==> src/rtl/ram16x8_pkg.sv <==
// Shared types and widths for the 16x8 RAM tester.
package ram16x8_pkg;

    typedef enum logic [2:0] {
        IDLE  = 3'd0,
        WRITE = 3'd1,
        READ  = 3'd2,
        DRAIN = 3'd3,
        DONE  = 3'd4
    } state_t;

    localparam int DEF_ADDR_W = 4;
    localparam int DEF_DATA_W = 2 * DEF_ADDR_W;
    localparam int ERR_W      = 6;

endpackage

==> src/rtl/ram_test_pattern.sv <==
// Test data generator: {addr, ~addr}, fully inverted on the second pass.
module ram_test_pattern #(
    parameter int ADDR_W = 4
) (
    input  logic [ADDR_W-1:0]   addr,
    input  logic                inv,
    output logic [2*ADDR_W-1:0] data
);

    assign data = {addr, ~addr} ^ {(2*ADDR_W){inv}};

endmodule

==> src/rtl/ram16x8_tester.sv <==
// Write/read-back tester for a RAM with one-cycle registered read data.
// Define RAM16X8_TESTER_INV_PASS_EN to add a second, inverted-pattern pass.
module ram16x8_tester
    import ram16x8_pkg::*;
#(
    parameter int ADDR_W = DEF_ADDR_W,
    parameter int DATA_W = DEF_DATA_W
) (
    input  logic              clk,
    input  logic              rst_n,
    input  logic              start,
    output logic              ram_en,
    output logic              ram_we,
    output logic [ADDR_W-1:0] ram_addr,
    output logic [DATA_W-1:0] ram_din,
    input  logic [DATA_W-1:0] ram_dout,
    output logic              busy,
    output logic              done,
    output logic              pass,
    output logic [ERR_W-1:0]  err_cnt,
    output logic [ADDR_W-1:0] first_err_addr,
    output logic [2:0]        fsm_state
);

    localparam logic [ERR_W-1:0] ERR_MAX = '1;

    state_t            state, state_nx;
    logic [ADDR_W-1:0] addr_q;
    logic [ADDR_W-1:0] rd_addr_q;
    logic              rd_vld_q;
    logic              pass_idx;
    logic [DATA_W-1:0] din_pat;
    logic [DATA_W-1:0] exp_pat;
    logic              mismatch;
    logic              start_edge;
    logic              last_addr;
    logic [ERR_W-1:0]  err_nx;

    ram_test_pattern #(.ADDR_W(ADDR_W)) u_din_pat (
        .addr (addr_q),
        .inv  (pass_idx),
        .data (din_pat)
    );

    ram_test_pattern #(.ADDR_W(ADDR_W)) u_exp_pat (
        .addr (rd_addr_q),
        .inv  (pass_idx),
        .data (exp_pat)
    );

    assign last_addr  = (addr_q == '1);
    assign start_edge = (state == IDLE) && start;
    // Read data lags the issued address by one cycle, so compare against the delayed address.
    assign mismatch   = rd_vld_q && (ram_dout != exp_pat);
    assign fsm_state  = state;

    always_comb begin
        err_nx = err_cnt;
        if (mismatch && (err_cnt != ERR_MAX)) begin
            err_nx = err_cnt + 1'b1;
        end
    end

    always_comb begin
        state_nx = state;
        ram_en   = 1'b0;
        ram_we   = 1'b0;
        ram_addr = '0;
        ram_din  = '0;
        busy     = 1'b0;
        done     = 1'b0;
        case (state)
            IDLE: begin
                if (start) state_nx = WRITE;
            end
            WRITE: begin
                ram_en   = 1'b1;
                ram_we   = 1'b1;
                ram_addr = addr_q;
                ram_din  = din_pat;
                busy     = 1'b1;
                if (last_addr) state_nx = READ;
            end
            READ: begin
                ram_en   = 1'b1;
                ram_addr = addr_q;
                busy     = 1'b1;
                if (last_addr) state_nx = DRAIN;
            end
            DRAIN: begin
                busy = 1'b1;
`ifdef RAM16X8_TESTER_INV_PASS_EN
                state_nx = pass_idx ? DONE : WRITE;
`else
                state_nx = DONE;
`endif
            end
            DONE: begin
                done     = 1'b1;
                state_nx = IDLE;
            end
            default: state_nx = IDLE;
        endcase
    end

    always_ff @(posedge clk or negedge rst_n) begin
        if (!rst_n) begin
            state          <= IDLE;
            addr_q         <= '0;
            rd_addr_q      <= '0;
            rd_vld_q       <= 1'b0;
            err_cnt        <= '0;
            first_err_addr <= '0;
            pass           <= 1'b0;
        end else begin
            state     <= state_nx;
            addr_q    <= ((state == WRITE) || (state == READ)) ? addr_q + 1'b1 : '0;
            rd_addr_q <= addr_q;
            rd_vld_q  <= (state == READ);
            if (start_edge) begin
                err_cnt        <= '0;
                first_err_addr <= '0;
            end else begin
                err_cnt <= err_nx;
                if (mismatch && (err_cnt == '0)) first_err_addr <= rd_addr_q;
            end
            // Include the final DRAIN compare in the verdict.
            if ((state == DRAIN) && (state_nx == DONE)) pass <= (err_nx == '0);
        end
    end

`ifdef RAM16X8_TESTER_INV_PASS_EN
    always_ff @(posedge clk or negedge rst_n) begin
        if (!rst_n) begin
            pass_idx <= 1'b0;
        end else if (start_edge) begin
            pass_idx <= 1'b0;
        end else if (state == DRAIN) begin
            pass_idx <= 1'b1;
        end
    end
`else
    assign pass_idx = 1'b0;
`endif

endmodule

==> config.mk <==
export PLATFORM = sky130hd
export DESIGN_NAME = ram16x8_tester
export DESIGN_NICKNAME = d
export VERILOG_FILES = /design/src/rtl/ram16x8_pkg.sv /design/src/rtl/ram_test_pattern.sv /design/src/rtl/ram16x8_tester.sv
export SDC_FILE = /design/constraint.sdc
export NUM_CORES = 1
export LEC_CHECK = 0
export CAP_MARGIN = 5
export CORE_MARGIN = 2
export CORE_UTILIZATION = 45
export DETAILED_ROUTE_END_ITERATION = 8
export PLACE_DENSITY = 0.89
export SETUP_SLACK_MARGIN = 0.5
export SLEW_MARGIN = 20
export SYNTH_ARGS = -nofsm -noshare
export SYNTH_HDL_FRONTEND = slang
export SYNTH_SLANG_ARGS = --single-unit
export TNS_END_PERCENT = 20
==> constraint.sdc <==
create_clock -name clk -period 2.05 [get_ports clk]
set_input_delay 0.3075 -clock clk [delete_from_list [all_inputs] [get_ports clk]]
set_output_delay 0.3075 -clock clk [all_outputs]
set_load 0.05 [all_outputs]
==> metrics.cfg, run 1 <==
[synthesis]
yosys.area.top_type=dfrtp_1
synth_fp_nets=136
synthXorXnorAreaFrac_pct=5.01
synth_top_flop_cell=dfrtp_1
synth.area.mux_share_pct=4.90
ys_ff_latch=23
synth_compound_area_share_pct=8.48
yosysTopAreaCellShare_pct=47.0
synth_area_leaders=dfrtp_1 47%, nor2_1 6.7%, mux2i_1 4.9%
synthCells=122
synthAdderAreaFrac_pct=3.06
postSynth.asyncResetShare_pct=100
synth_enable_flop_cells=0
synth_common_cells=23 x dfrtp_1, 22 x nor2_1
synth_top_family_by_area=simple AND/OR/NAND/NOR gates
yosysMostFrequentCell=dfrtp_1
synth_area_mm2=0.00122
synth_warnings=0
ys_seq_area_share_pct=47.0
avgSynthCellArea_um2=10.0
ys_types=32
synth-simple-area-share_pct=27.8

[sta]
finalCritPeriodShare_pct=101
fin_ws_ns=-0.0262
tightestPinTransition_ns=0.487
fin_crit_ns=2.08
fmax_mhz=482
finalSetupViolations=3
slew_violations=0
hold_viol=0
rsz0062_at_grt=yes
finClkSkew_ns=0.00954
max-slew-margin-rel_pct=67.6
whs_ns=0.316

[global_route]
grt_pass1_wl_um=5870
grt_max_degree=24
track_usage_pct=23.4
overflow=0
antenna_found_initial=0
grt_pass1_vias=1221

[worst_setup_path]
cp_slowest_stage_delay_ns=0.46
cpMostUsedCell=buf_12
path_cells=or3b_4, inv_12, nor2_4, buf_12, nor2b_4, buf_12
critPathLaunchType=register
arrival_ns=1.77
cp_slowest_cell=or3b_4
cp.required_ns=1.74
crit_path_end_kind=output port
critPathKind=register to output port
cp_max_fo=5

[job]
cap_viol_max_count=0

[die]
die_x_um=56.2
rows=18
ios=41
die_area_mm2=0.00316
core_area_mm2=0.00252
die_y_um=56.2
initial_core_util_pct=48.6

[cells_and_area]
drive_gt1_share_pct=52.5
syn2layout_area_growth_pct=81.5
fillers=119
fin_util_pct=88.1
final_nets=198
diodes=0

[power]
p_leak_nw=1.03
seqPwrFrac_pct=21.9
power_frac_clock_pct=6.4
p_per_area_mw_per_mm2=1520
p_comb_share_pct=71.7
power_switching_share_pct=48.8
power_switching_w=0.00165
ir_worst_vdd_mv=1.49
internal-power_w=0.00173

[clock_tree]
clock_latency_ns=0.32
clkTransAtPathRegs_ns=0.13
cts-root-buf=clkbuf_4
clock_path_buffers=2
cts_tree=built
cts-buffers-inserted=3
htreeDepth=1
cts_sinks=23

[route]
wl_per_cell_um=17.5
detail-route-antenna-nets=0
via_per_inst=5.55
drc=0
drt_wl_total_um=3730
dr.pass1.iters=4
vias=1182
drt-initial-drc-count=18

[run_status]
outcome=complete, but fails checks
violations=setup timing

[place]
routabilityCongestion=0.842
io_buffers=40
place_ws_ns=-0.150
dp_hpwl_um=2470

[hold_path]
min_path_type=input port to async pin

## flip-flops by register name, summed over array words and instances, names as in the netlist
name / count
addr_q: 4
err_cnt: 6
first_err_addr: 4
fsm_state: 3
pass: 1
rd_addr_q: 4
rd_vld_q: 1
## power groups by stage
stage	logic [W]	clock network, W	registers (W)
after floorplan	0.000976	0	0.000961
after global routing	0.00252	0.000242	0.000757
after CTS	0.00224	0.000222	0.000735
final	0.00243	0.000216	0.000741
after detailed placement	0.00196	0	0.000750
after global placement	0.00190	0	0.000735
## area by class of cell
| cell class | count | area (µm²) | area share [%] |
|---|---|---|---|
| clock buffer | 3 | 22.5 | 1.01 |
| clock inverter | 1 | 5.00 | 0.225 |
| inverter | 6 | 38.8 | 1.74 |
| multi-input combinational | 89 | 811 | 36.5 |
| sequential | 23 | 583 | 26.2 |
| tap | 30 | 37.5 | 1.69 |
| timing repair buffer | 61 | 726 | 32.6 |
## metrics by stage
stage	setup TNS [ns]	instance area (µm²)	cells	power [W]
finish	-0.0677	2220	213	0.00339
global route	-0.237	2220	213	0.00352
CTS	-0.0259	2130	209	0.00320
detailed placement	-0.875	1910	196	0.00271
global placement	-0.428	1910	196	0.00264
floorplan	0	1320	122	0.00194
## worst paths after layout
| check | cells after the start | startpoint | endpoint | slack [ns] |
|---|---|---|---|---|
| min in group clk | 2 | pass | pass | 0.54 |
| worst min register to register | 2 | pass | pass | 0.54 |
| worst max-delay path | 6 | fsm_state[2] | ram_addr[2] | -0.03 |
| max in group asynchronous | 2 | rst_n | err_cnt[3] | 1.48 |
| worst min-delay path | 2 | rst_n | rd_addr_q[2] | 0.32 |
| worst max register to register | 6 | rd_addr_q[3] | first_err_addr[2] | 0.18 |
## metal layers
metal | global-route usage, % | vias to the layer above | wire [µm]
met5 | 0 | - | 0
met4 | 8.84 | 0 | 80
met3 | 5.12 | 9 | 152
met2 | 44.2 | 39 | 2100
met1 | 25.1 | 595 | 1390
li1 | - | 539 | -
## cell families after synthesis
kind of cell               after synthesis
adders and majority gates                3
and+or+nand+nor                         62
xor gates and xnor gates                 7
AOI/OAI and AO/OA                       11
buffers and inverters                   10
muxes                                    6
DFF                                     23
## cell usage in the layout, fill, tap and decap left out, drive strengths merged, types with 6 or more instances in the layout
| cell | n |
|---|---|
| nand3 | 6 |
| dfrtp | 23 |
| mux2i | 6 |
| nor2b | 6 |
| buf | 42 |
| clkdlybuf4s15 | 7 |
| and2 | 6 |
| nor2 | 22 |
## critical path: cells and delay by family (launching register included)
| kind | cells | cell delay [ns] |
|---|---|---|
| buffers and inverters | 3 | 0.35 |
| and+or+nand+nor | 3 | 0.64 |
| DFF | 1 | 0.45 |
## what timing repair did
action | in CTS | in global routing
buffers inserted | 9 | 4
gates resized for setup | 76 | 28
hold buffers | 0 | 0
endpoints found under the setup margin | 41 | 35
pin swaps | 26 | 32
Power figures use the tool's default switching activity.
==> run 2: changes to the inputs <==
--- a/config.mk
+++ b/config.mk
@@ -7,9 +7,10 @@
 export LEC_CHECK = 0
 export CAP_MARGIN = 5
 export CORE_MARGIN = 2
-export CORE_UTILIZATION = 45
+export CORE_UTILIZATION = 47
+export CTS_BUF_LIST = sky130_fd_sc_hd__clkbuf_2 sky130_fd_sc_hd__clkbuf_4 sky130_fd_sc_hd__clkbuf_8
 export DETAILED_ROUTE_END_ITERATION = 8
-export PLACE_DENSITY = 0.89
+export PLACE_DENSITY = 0.92
 export SETUP_SLACK_MARGIN = 0.5
 export SLEW_MARGIN = 20
 export SYNTH_ARGS = -nofsm -noshare
==> metrics.cfg, run 2 (same netlist as run 1, synthesis figures left out) <==
[cells_and_area]
diodes=0
fillers=100
syn2layout_area_growth_pct=81.8
top_register=err_cnt
instances_no_fill=210
multi_input_area_um2=827
final_common_cell=dfrtp_1
seqCellArea_um2=584
largest_register_ffs=6
drive_gt1_share_pct=54.4
layout_common_cells=16 x dfrtp_1, 15 x buf_12, 12 x nor2_1
final_nets=195
fin_util_pct=89.9

[sta]
whs_ns=0.317
hold_viol=0
finalSetupViolations=5
slew_violations=0
fin_ws_ns=-0.0616
fin_setup_tns_ns=-0.235
fin_crit_ns=2.11
rsz0062_at_grt=yes
fmax_mhz=474
max-slew-margin-rel_pct=67.8
finClkSkew_ns=0.0106
tightestPinTransition_ns=0.485
finalCritPeriodShare_pct=103

[die]
initial_core_util_pct=49.4
die_area_mm2=0.00303
rows=18
core_area_mm2=0.00248
die_x_um=55.1
die_y_um=55.1
ios=41

[clock_tree]
clkTransAtPathRegs_ns=0.14
cts-buffers-inserted=3
cts-root-buf=clkbuf_4
cts_sinks=23
cts_tree=built
clock_latency_ns=0.32
htreeDepth=1
clock_path_buffers=2

[worst_setup_path]
crit_path_end_kind=output port
path_buf_inv=3
cp_max_fo=5
cp_slowest_stage_delay_ns=0.47
cp.required_ns=1.74
critPathKind=register to output port
cp_slowest_cell=or3b_4
arrival_ns=1.80
critical_path.top_delay_family=simple AND/OR/NAND/NOR gates
critPathLaunchType=register
path_cells=or3b_4, buf_4, buf_8, nor2_4, buf_12

[place]
dpl.cell_count=197
routabilityCongestion=0.934
io_buffers=40
dp_hpwl_um=2420

[route]
via_per_inst=5.81
dr.pass1.iters=4
drt-initial-drc-count=25
drt_wl_total_um=4550
vias=1221
detail-route-antenna-nets=0
wl_per_cell_um=21.7
drc=0

[power]
ir_worst_vdd_mv=1.50
p_leak_nw=1.05
p_per_area_mw_per_mm2=1540

[global_route]
met1_usage_pct=27.9
grt_max_degree=24
grt_pass1_wl_um=5780
grt_busiest_layer=met2
track_usage_pct=27.5
antenna_found_initial=0
grt_pass1_vias=1246
grt_use_met2_pct=53.8
grtUsageMet3_pct=4.57
overflow=0

[run_status]
violations=setup timing
outcome=complete, but fails checks

[job]
cap_viol_max_count=0

[hold_path]
min_path_type=input port to async pin

-- run 2: path summary, 6_finish.rpt --
kind / from / to / slack (ns) / depth (start not counted)
max: fsm_state[1] / ram_din[0] / -0.06 / 5
min: rst_n / err_cnt[2] / 0.32 / 2
max reg2reg: rd_addr_q[2] / pass / 0.15 / 7
min reg2reg: addr_q[1] / rd_addr_q[1] / 0.58 / 0
max in group asynchronous: rst_n / fsm_state[2] / 1.49 / 2
min in group clk: addr_q[1] / rd_addr_q[1] / 0.58 / 0
-- run 2: layout make-up --
| type | instances | share of cell area (%) |
|---|---|---|
| clock buffers | 3 | 1.01 |
| clock inverters | 1 | 0.225 |
| inverters | 6 | 1.85 |
| multi-input cells | 89 | 37.1 |
| flip-flops and latches | 23 | 26.2 |
| well taps | 30 | 1.69 |
| repair buffers | 58 | 31.9 |
-- run 2: worst register-to-register path: cells and delay by family, from the launching register on --
| kind | cells | cell delay [ns] |
|---|---|---|
| compound gates | 3 | 0.61 |
| buf+inv | 1 | 0.15 |
| flops | 1 | 0.47 |
| mux | 1 | 0.25 |
| simple gates | 2 | 0.35 |
-- run 2: where the power goes --
part / leakage, nW / internal [W] / total (W) / switching, W
registers: 0.300 / 0.000581 / 0.000769 / 0.000188
clock network: 0.0177 / 0.0000730 / 0.000219 / 0.000146
logic: 0.728 / 0.00104 / 0.00243 / 0.00140
total: 1.05 / 0.00169 / 0.00342 / 0.00173
-- run 2: timing repair --
| action | CTS | global route |
|---|---|---|
| gates resized for setup | 74 | 34 |
| pin swaps | 29 | 33 |
| hold buffers | 0 | 0 |
| setup endpoints to repair | 40 | 35 |
| hold endpoints to repair | 0 | 0 |
| setup buffers | 6 | 3 |
-- run 2: routing by layer --
layer / routed length, µm / part of all wire [%]
met5: 0 / 0
met4: 170 / 3.7
met3: 202 / 4.4
met2: 2510 / 55
met1: 1660 / 37
-- run 2: stage by stage --
stage	power (W)	setup WS, ns	cell area [µm²]
after floorplan	0.00194	0.134	1320
after global placement	0.00265	-0.0685	1920
after detailed placement	0.00271	-0.220	1920
after CTS	0.00320	-0.0193	2160
after global routing	0.00355	-0.0852	2230
final	0.00342	-0.0616	2230
